<file path="config.mk">
export PLATFORM = sky130hd
export DESIGN_NAME = router_pkt_tx
export DESIGN_NICKNAME = d
export VERILOG_FILES = /design/src/rtl/router_pkg.sv /design/src/rtl/router_tx_buf.sv /design/src/rtl/router_pkt_tx.sv
export SDC_FILE = /design/constraint.sdc
export NUM_CORES = 1
export LEC_CHECK = 0
export ABC_AREA = 0
export CAP_MARGIN = 30
export CORE_UTILIZATION = 66
export CTS_BUF_LIST = sky130_fd_sc_hd__clkbuf_4
export CTS_CLUSTER_DIAMETER = 60
export DETAILED_ROUTE_END_ITERATION = 7
export PLACE_DENSITY = 0.83
export SYNTH_ARGS = -nofsm -noshare
export SYNTH_HDL_FRONTEND = slang
export SYNTH_SLANG_ARGS = --single-unit
</file>
<file path="constraint.sdc">
create_clock -name clock -period 8.32 [get_ports clock]
set_input_delay 1.248 -clock clock [delete_from_list [all_inputs] [get_ports clock]]
set_output_delay 1.248 -clock clock [all_outputs]
set_load 0.005 [all_outputs]
</file>
<file path="src/rtl/router_pkg.sv">
// Shared types and constants for the router packet transmitter.
package router_pkg;

  localparam int unsigned DATA_W       = 8;
  localparam int unsigned LEN_W        = 6;
  localparam int unsigned ADDR_W       = 2;
  localparam int unsigned MAX_LEN      = 63;
  localparam int unsigned CHECK_CYCLES = 2;

  localparam logic [ADDR_W-1:0] ADDR_ILLEGAL = 2'd3;

  typedef enum logic [2:0] {
    IDLE,
    HEADER,
    PAYLOAD,
    PARITY,
    CHECK
  } tx_state_e;

  typedef struct packed {
    logic [LEN_W-1:0]  len;
    logic [ADDR_W-1:0] addr;
  } hdr_t;

  // Header byte: length in the upper six bits, destination port in the lower two.
  function automatic logic [DATA_W-1:0] hdr_pack(input logic [LEN_W-1:0]  len,
                                                 input logic [ADDR_W-1:0] addr);
    hdr_t h;
    h.len  = len;
    h.addr = addr;
    return DATA_W'(h);
  endfunction

endpackage

</file>
<file path="src/rtl/router_tx_buf.sv">
// Payload FIFO: 64x8 storage, first-word-fallthrough head, 6-bit occupancy (max 63).
module router_tx_buf
  import router_pkg::*;
(
  input  logic              clock,
  input  logic              reset,
  input  logic              i_flush,
  input  logic              i_wr_en,
  input  logic [DATA_W-1:0] i_wr_data,
  input  logic              i_rd_en,
  output logic [DATA_W-1:0] o_rd_data_c,
  output logic [LEN_W-1:0]  o_count
);

  localparam int unsigned DEPTH = 64;
  localparam int unsigned PTR_W = 6;

  logic [DATA_W-1:0] r_mem [DEPTH];
  logic [PTR_W-1:0]  r_wr_ptr;
  logic [PTR_W-1:0]  r_rd_ptr;
  logic [LEN_W-1:0]  r_count;
  logic              w_wr;
  logic              w_rd;

  assign w_wr = i_wr_en && (r_count != LEN_W'(MAX_LEN));
  assign w_rd = i_rd_en && (r_count != '0);

  // Pointer and occupancy tracking; flush empties the buffer like reset.
  always_ff @(posedge clock) begin
    if (reset || i_flush) begin
      r_wr_ptr <= '0;
      r_rd_ptr <= '0;
      r_count  <= '0;
    end else begin
      if (w_wr) r_wr_ptr <= r_wr_ptr + PTR_W'(1);
      if (w_rd) r_rd_ptr <= r_rd_ptr + PTR_W'(1);
      case ({w_wr, w_rd})
        2'b10:   r_count <= r_count + LEN_W'(1);
        2'b01:   r_count <= r_count - LEN_W'(1);
        default: r_count <= r_count;
      endcase
    end
  end

  // Storage array; contents need no reset since occupancy gates every read.
  always_ff @(posedge clock) begin
    if (w_wr) r_mem[r_wr_ptr] <= i_wr_data;
  end

  assign o_rd_data_c = r_mem[r_rd_ptr];
  assign o_count     = r_count;

endmodule

</file>
<file path="src/rtl/router_pkt_tx.sv">
// Router packet source: frames buffered payload as header/payload/parity under busy back-pressure.
module router_pkt_tx
  import router_pkg::*;
(
  input  logic              clock,
  input  logic              reset,
  input  logic              wr_en,
  input  logic [DATA_W-1:0] wr_data,
  output logic              wr_ovf,
  input  logic              start,
  input  logic [ADDR_W-1:0] addr,
  output logic              start_rej,
  output logic              tx_active,
  output logic              done,
  output logic              done_err,
  input  logic              busy,
  input  logic              router_err,
  output logic              pkt_valid,
  output logic [DATA_W-1:0] data_in
);

  localparam int unsigned CHK_W = (CHECK_CYCLES > 1) ? $clog2(CHECK_CYCLES) : 1;

  tx_state_e         r_state,     w_state_nxt;
  logic [ADDR_W-1:0] r_addr,      w_addr_nxt;
  logic [LEN_W-1:0]  r_len,       w_len_nxt;
  logic [LEN_W-1:0]  r_cnt,       w_cnt_nxt;
  logic [CHK_W-1:0]  r_chk,       w_chk_nxt;
  logic [DATA_W-1:0] r_par,       w_par_nxt;
  logic [DATA_W-1:0] r_data,      w_data_nxt;
  logic              r_pkt_valid, w_pkt_valid_nxt;
  logic              r_tx_active, w_tx_active_nxt;
  logic              r_wr_ovf,    w_wr_ovf_nxt;
  logic              r_start_rej, w_start_rej_nxt;
  logic              r_done,      w_done_nxt;
  logic              r_done_err,  w_done_err_nxt;

  logic              w_start_ok;
  logic              w_buf_wr;
  logic              w_buf_rd;
  logic              w_buf_flush;
  logic [DATA_W-1:0] w_buf_head;
  logic [LEN_W-1:0]  w_buf_count;

  router_tx_buf u_buf (
    .clock       (clock),
    .reset       (reset),
    .i_flush     (w_buf_flush),
    .i_wr_en     (w_buf_wr),
    .i_wr_data   (wr_data),
    .i_rd_en     (w_buf_rd),
    .o_rd_data_c (w_buf_head),
    .o_count     (w_buf_count)
  );

  // State register and registered outputs.
  always_ff @(posedge clock) begin
    if (reset) begin
      r_state     <= IDLE;
      r_addr      <= '0;
      r_len       <= '0;
      r_cnt       <= '0;
      r_chk       <= '0;
      r_par       <= '0;
      r_data      <= '0;
      r_pkt_valid <= 1'b0;
      r_tx_active <= 1'b0;
      r_wr_ovf    <= 1'b0;
      r_start_rej <= 1'b0;
      r_done      <= 1'b0;
      r_done_err  <= 1'b0;
    end else begin
      r_state     <= w_state_nxt;
      r_addr      <= w_addr_nxt;
      r_len       <= w_len_nxt;
      r_cnt       <= w_cnt_nxt;
      r_chk       <= w_chk_nxt;
      r_par       <= w_par_nxt;
      r_data      <= w_data_nxt;
      r_pkt_valid <= w_pkt_valid_nxt;
      r_tx_active <= w_tx_active_nxt;
      r_wr_ovf    <= w_wr_ovf_nxt;
      r_start_rej <= w_start_rej_nxt;
      r_done      <= w_done_nxt;
      r_done_err  <= w_done_err_nxt;
    end
  end

  // Next-state and next-output logic. The buffer head is popped as it is
  // loaded into the output register, so r_data always holds the presented byte.
  always_comb begin
    w_state_nxt     = r_state;
    w_addr_nxt      = r_addr;
    w_len_nxt       = r_len;
    w_cnt_nxt       = r_cnt;
    w_chk_nxt       = r_chk;
    w_par_nxt       = r_par;
    w_data_nxt      = r_data;
    w_pkt_valid_nxt = r_pkt_valid;
    w_wr_ovf_nxt    = 1'b0;
    w_done_nxt      = 1'b0;
    w_done_err_nxt  = r_done_err;
    w_buf_wr        = 1'b0;
    w_buf_rd        = 1'b0;
    w_buf_flush     = 1'b0;

    w_start_ok      = start && (r_state == IDLE) && (addr != ADDR_ILLEGAL) &&
                      (w_buf_count != '0);
    w_start_rej_nxt = start && !w_start_ok;

    case (r_state)
      IDLE: begin
        if (w_start_ok) begin
          w_state_nxt     = HEADER;
          w_addr_nxt      = addr;
          w_len_nxt       = w_buf_count;
          w_par_nxt       = '0;
          w_cnt_nxt       = '0;
          w_pkt_valid_nxt = 1'b1;
          w_data_nxt      = hdr_pack(w_buf_count, addr);
        end else if (wr_en) begin
          if (w_buf_count == LEN_W'(MAX_LEN)) w_wr_ovf_nxt = 1'b1;
          else                                w_buf_wr     = 1'b1;
        end
      end
      HEADER: begin
        if (!busy) begin
          w_state_nxt = PAYLOAD;
          w_par_nxt   = r_par ^ r_data;
          w_data_nxt  = w_buf_head;
          w_buf_rd    = 1'b1;
          w_cnt_nxt   = LEN_W'(1);
        end else begin
          w_data_nxt  = hdr_pack(r_len, r_addr);
        end
      end
      PAYLOAD: begin
        if (!busy) begin
          w_par_nxt = r_par ^ r_data;
          if (r_cnt == r_len) begin
            w_state_nxt     = PARITY;
            w_pkt_valid_nxt = 1'b0;
            w_data_nxt      = r_par ^ r_data;
          end else begin
            w_data_nxt = w_buf_head;
            w_buf_rd   = 1'b1;
            w_cnt_nxt  = r_cnt + LEN_W'(1);
          end
        end
      end
      PARITY: begin
        if (!busy) begin
          w_state_nxt = CHECK;
          w_chk_nxt   = '0;
        end
      end
      CHECK: begin
        if (r_chk == CHK_W'(CHECK_CYCLES - 1)) begin
          w_state_nxt    = IDLE;
          w_done_nxt     = 1'b1;
          w_done_err_nxt = router_err;
          w_buf_flush    = 1'b1;
        end else begin
          w_chk_nxt = r_chk + CHK_W'(1);
        end
      end
      default: w_state_nxt = IDLE;
    endcase

    w_tx_active_nxt = (w_state_nxt != IDLE);
  end

  assign pkt_valid = r_pkt_valid;
  assign data_in   = r_data;
  assign wr_ovf    = r_wr_ovf;
  assign start_rej = r_start_rej;
  assign tx_active = r_tx_active;
  assign done      = r_done;
  assign done_err  = r_done_err;

endmodule

</file>
==> reports/metrics.csv, run 1 <==
stage;metric;value;unit
logic_synthesis;synth-edff-count;512;
cts;cts-root-buf;clkbuf_4;
logic_synthesis;syn_area_per_cell;17.0;sq um
logic_synthesis;postSynth.asyncResetShare;0;
cts;path_clk_slew;60;ps
pwr;powerDensity;242;mW/mm^2
floorplanning;rows;68;
floorplanning;pin_count;30;
global_route;grt_max_degree;65;
worst_setup_path;crit_required;8730;ps
flow_run;drv_cap;0;
route;drt-total-wl;56500;um
cells_and_area;final-seq-area;0.0167;sq mm
worst_setup_path;cp_max_fo;27;
logic_synthesis;yosys.area.top_type;edfxtp_1;
timing;setup_tns;0;ps
global_route;antenna_found_initial;1;
worst_setup_path;reg2reg_slack;4180;ps
cts;cts_max_level;4;
global_route;track_usage;0.323;
global_route;grt_pass1_vias;13800;
global_route;grt-ovfl-total;0;
pwr;ir_worst_vdd;0.000140;V
placement;place_inst;1802;
floorplanning;die-area;0.0364;sq mm
cells_and_area;final_nets;1513;
timing;rsz0062_at_grt;no;
floorplanning;coreArea;0.0348;sq mm
cells_and_area;multiInputGateArea;0.00632;sq mm
route;drtPass1Iterations;8;
timing;slew_viol_final;0;
logic_synthesis;synthTopCellsByCount;512 x edfxtp_1, 126 x nor2_1, 101 x mux4_2, 64 x dfxtp_1, 51 x mux2i_1;
placement;gp_congestion;0.931;
logic_synthesis;netlist_area;0.0235;sq mm
cells_and_area;postLayoutCoreUtil;0.743;
timing;period_share;0.497;
cells_and_area;syn2layout_area_growth;9.83;%
floorplanning;die_h;191;um
timing;worst_pin_slew;1090;ps
placement;post-place-ws;3550;ps
cts;clk_latency;830;ps
placement;placedInstanceArea;0.0240;sq mm
timing;finalClockSkew;49.3;ps
timing;fin_crit;4140;ps
worst_setup_path;worstSetupStartpointType;flop;
placement;hpwl;33800;um
worst_setup_path;worstSetupPathType;flop to flop;
route;drt_iter0_markers;1701;
route;num_vias;14000;
logic_synthesis;syn_inst;1386;
timing;setup_ws;4180;ps
route;drc;2;
cts;cts_max_path_buffers;3;
cts;cts.sinks;576;
cts;ctsResizeCount;0;
logic_synthesis;yosysSeqAreaShare;0.707;
logic_synthesis;syn_nets;1408;
floorplanning;die-width;191;um
placement;io_buffers;29;
outcome;status;finished, violations left;
timing;maxSlewHeadroom;0.275;
cts;cts_tree;built;
logic_synthesis;synth_area_leaders;edfxtp_1 65%, mux4_2 9.7%, dfxtp_1 5.4%, mux2i_1 2.2%, nor2_1 2.0%;
cells_and_area;stdcell_count;2052;
pwr;leakage;8.19;nW
min_path;min_path_type;flop to flop;
global_route;grt_pass1_wl;84800;um
cts;cts_hold_buf;0;
floorplanning;start_util;0.677;
cts;cts_buffers;141;
route;via_per_inst;6.82;
outcome;failed_checks;design-rule violations;
cells_and_area;fillers;1955;
pwr;totalPowerFinal;6.26;mW
timing;hold_viol;0;
cts;postCtsSetupBuffers;0;
route;wl_per_cell;27.5;um
worst_setup_path;cp.arrival;4540;ps
logic_synthesis;yosysMostFrequentCell;edfxtp_1;
logic_synthesis;ys_ff_latch;576;
cells_and_area;finalInstanceArea;0.0259;sq mm
timing;timing.hold.ws;494;ps
logic_synthesis;synth_warnings;0;
timing;fmax;0.242;GHz
logic_synthesis;ys_types;75;
worst_setup_path;end_kind;flop;
timing;setup_viol;0;
route;ant_nets;0;
logic_synthesis;synth_top_area_frac;0.653;
cells_and_area;drive_gt1_frac;0.238;
logic_synthesis;ys.flop_type;edfxtp_1;
layer usage:
layer	up-vias	global-route usage	wire length, um
li1	5857	-	-
met3	151	0.0856	6950
met5	-	0	0
met4	0	0.146	2090
met2	1092	0.480	26200
met1	6904	0.454	21300
layout make-up:
type | instances | area share
Antenna cell | 1 | 0.0000968
Multi-Input combinational cell | 711 | 0.245
Sequential cell | 576 | 0.644
Timing Repair Buffer | 50 | 0.0167
Inverter | 11 | 0.00160
Tap cell | 455 | 0.0220
Clock inverter | 51 | 0.0134
Clock buffer | 197 | 0.0572
critical path: stages (launching register included):
cell	delay (ps)
dfxtp_1	950
nor3_2	120
and3_1	350
and2_0	340
nor3_2	540
nand3b_1	660
nor2_1	790
where the power goes:
part           internal [mW]  switching, mW  leakage (nW)
logic                  0.229          0.373          2.00
registers               3.21         0.0966          5.12
clock network           1.25           1.10          1.06
logic make-up after synthesis:
| logic type | after synthesis | synth area share |
|---|---|---|
| flip-flops | 576 | 0.707 |
| AND/OR/NAND/NOR | 294 | 0.0630 |
| AO/OA/AOI/OAI | 207 | 0.0631 |
| multiplexers | 168 | 0.126 |
| buffers and inverters | 99 | 0.0239 |
| XOR/XNOR | 36 | 0.0134 |
| adder cells (fa/ha/maj) | 6 | 0.00319 |
final timing paths:
kind / startpoint / end / cells after the start
worst min register to register: r_addr[0] / r_addr[0] / 2
worst min-delay path: r_addr[0] / r_addr[0] / 2
worst max register to register: r_state[2] / u_buf.r_mem[2][5] / 6
worst max-delay path: r_state[2] / u_buf.r_mem[2][5] / 6
sequential cells by signal, summed over array words and instances, names as in the netlist, 2 cells and up, named ones only:
register and flops:
data_in 8, r_addr 2, r_cnt 6, r_len 6
r_par 8, r_state 3, u_buf.o_count 6, u_buf.r_mem 512
u_buf.r_rd_ptr 6, u_buf.r_wr_ptr 6
cell usage in the layout, fill, tap and decap left out, drive strengths merged, types with 21 or more instances in the layout:
cell type      synthesis  final
a21oi                 41     41
a22oi                 36     36
nor2                 126    126
dfxtp                 64     64
buf                   52     29
xor2                  26     26
mux4                 101    101
clkinv                 0     41
clkdlybuf4s50          0     21
edfxtp               512    512
o21ai                 25     25
nand2                 41     41
mux2i                 51     51
clkbuf                35    197
Note: power is estimated with default switching activity, not from simulation.
==> run 2, diff against run 1 <==
--- a/config.mk
+++ b/config.mk
@@ -7,11 +7,11 @@
 export LEC_CHECK = 0
 export ABC_AREA = 0
 export CAP_MARGIN = 30
-export CORE_UTILIZATION = 66
+export CORE_UTILIZATION = 59
 export CTS_BUF_LIST = sky130_fd_sc_hd__clkbuf_4
 export CTS_CLUSTER_DIAMETER = 60
 export DETAILED_ROUTE_END_ITERATION = 7
-export PLACE_DENSITY = 0.83
+export PLACE_DENSITY = 0.79
 export SYNTH_ARGS = -nofsm -noshare
 export SYNTH_HDL_FRONTEND = slang
 export SYNTH_SLANG_ARGS = --single-unit
==> constraint.sdc (replaced) <==
create_clock -name clock -period 3.6 [get_ports clock]
set_input_delay 0.54 -clock clock [delete_from_list [all_inputs] [get_ports clock]]
set_output_delay 0.54 -clock clock [all_outputs]
set_load 0.005 [all_outputs]
==> run 2 against run 1 <==
  * The flow now finishes without violations
  * Cell count is 8.1% higher
  * First-iteration DRC count shrank 2.2%
  * Worst setup slack worse by 3700 ps
  * Routed wire length decreased by 1.3%
  * Via count increased by 0.22%
  * Clock-buffer cell count grew 16
  * Clock power up 130%
  * Critical endpoint is now data_in[6]
==> reports/metrics.csv, run 2 (synthesized netlist as in run 1, its figures left out) <==
stage;metric;value;unit
cts;cts-root-buf;clkbuf_4;
cells_and_area;drive_gt1_frac;0.287;
pwr;p_int;10.9;mW
global_route;grt_pass1_wl;83800;um
route;drtPass1Iterations;6;
cells_and_area;syn2layout_area_growth;13.5;%
pwr;power.switching;3.62;mW
cells_and_area;final_nets;1612;
cts;cts_tree;built;
timing;worst_pin_slew;985;ps
pwr;pwr-share-clk;0.371;
cts;postCtsSetupBuffers;0;
cts;cts.sinks;576;
floorplanning;pin_count;30;
cells_and_area;largest_register_ffs;512;
route;ant_nets;0;
floorplanning;rows;72;
floorplanning;die-area;0.0407;sq mm
placement;post-place-ws;370;ps
route;drt-total-wl;55800;um
timing;setup_ws;517;ps
worst_setup_path;crit_path_max_incr_delay;950;ps
pwr;leakage;8.73;nW
floorplanning;coreArea;0.0390;sq mm
flow_run;drv_cap;0;
worst_setup_path;cp.arrival;3840;ps
cells_and_area;final_common_cell;edfxtp_1;
global_route;global_route.peak_usage_layer;met2;
global_route;use_met2;0.455;
route;wl_per_cell;25.1;um
timing;slew_viol_final;0;
route;drt_iter0_markers;1664;
timing;fmax;0.324;GHz
floorplanning;die_h;202;um
timing;maxSlewHeadroom;0.344;
worst_setup_path;crit_required;4350;ps
pwr;powerDensity;542;mW/mm^2
timing;setup_viol;0;
route;via_per_inst;6.33;
pwr;totalPowerFinal;14.5;mW
worst_setup_path;worstSetupStartpointType;flop;
global_route;antenna_found_initial;4;
cells_and_area;top_register;u_buf.r_mem;
global_route;grt-ovfl-total;0;
cts;cts_buffers;144;
placement;io_buffers;29;
global_route;gr-usage-met3;0.0862;
global_route;grt_pass1_vias;14200;
worst_setup_path;cp_slowest_cell;dfxtp_1;
global_route;use_met1;0.347;
worst_setup_path;end_kind;flop;
cts;ctsResizeCount;0;
route;drc;0;
min_path;min_path_type;input pin to flop;
worst_setup_path;worstSetupPathType;flop to flop;
placement;gp_congestion;0.941;
outcome;status;completed;
cts;cts_hold_buf;0;
global_route;grt_max_degree;49;
placement;hpwl;36100;um
cts;cts_max_path_buffers;3;
timing;period_share;0.857;
worst_setup_path;cp_max_fo;23;
timing;finalClockSkew;68.3;ps
cts;cts_max_level;4;
worst_setup_path;crit_path_frequent_cell;o221ai_1;
pwr;ir_worst_vdd;0.000434;V
timing;rsz0062_at_grt;no;
pwr;seq_power_share;0.527;
worst_setup_path;cp_cell_sequence;buf_4 > mux2i_1 > o21a_1 > o221ai_1 > o221ai_1 > or4_1 > a31oi_1;
timing;hold_viol;0;
cts;clk_latency;850;ps
floorplanning;die-width;202;um
cells_and_area;final_cell_mix;512 x edfxtp_1, 213 x clkbuf_4, 126 x nor2_1, 110 x buf_4, 101 x mux4_2;
timing;setup_tns;0;ps
timing;fin_crit;3080;ps
route;num_vias;14000;
pwr;swShare;0.250;
pwr;power_frac_comb;0.102;
global_route;track_usage;0.282;
floorplanning;start_util;0.604;
cts;path_clk_slew;60;ps
worst_setup_path;reg2reg_slack;520;ps
==> run 2: changes by cell type in the layout (fill, tap and decap cells not counted), moves of 2 or more <==
cell,delta
buf_4,+91
inv_2,+3
bufinv_16,-3
clkinv_2,-3
buf_12,+6
clkinvlp_4,-2
clkinv_1,-6
clkbuf_4,+16
==> run 2: final timing paths <==
check / from / endpoint / cells past startpoint
min: wr_data[2] / u_buf.r_mem[61][2] / 1
max: flop / data_in[6] / 7
max reg2reg: flop / data_in[6] / 7
min reg2reg: r_addr[1] / r_addr[1] / 2
==> run 2: routing by layer <==
metal  share of wire  up-vias
met5         0.00048        -
met4           0.046        4
met3            0.11      178
met2            0.49      851
met1            0.36     6948
li1                -     6054
==> run 2: power by group through the flow <==
stage | Combinational (mW) | Clock [mW] | Sequential [mW]
2_1_floorplan | 0.948 | 0 | 7.67
3_3_place_gp | 1.42 | 0 | 7.76
3_5_place_dp | 1.44 | 0 | 7.77
4_1_cts | 1.45 | 5.49 | 7.62
5_1_grt | 1.58 | 5.84 | 7.65
6_report | 1.48 | 5.37 | 7.63
==> run 2: layout make-up <==
type / count / area (sq um)
antenna: 2 / 5.00
clock buffer: 213 / 1600
clock inverter: 41 / 223
fill: 2548 / 12300
inverter: 11 / 41.3
multi-input combinational: 711 / 6320
sequential: 576 / 16700
tap: 518 / 648
timing repair buffer: 146 / 1210
==> run 2: metrics by stage <==
stage / std cells / hold WS [ps] / util / area [sq um]
floorplan: 1386 / 446 / - / 23500
global placement: 1958 / 474 / 0.637 / 24800
detailed placement: 1959 / 471 / 0.637 / 24800
CTS: 2213 / 36.8 / 0.684 / 26700
global route: 2218 / 24.3 / 0.685 / 26700
finish: 2218 / 93.0 / 0.685 / 26700
==> run 2: critical path: cells and delay by family (launching register included) <==
family,cells,cell delay [ps]
compound gates,4,920
buf+inv,1,420
flops,1,950
mux,1,110
simple gates,1,640
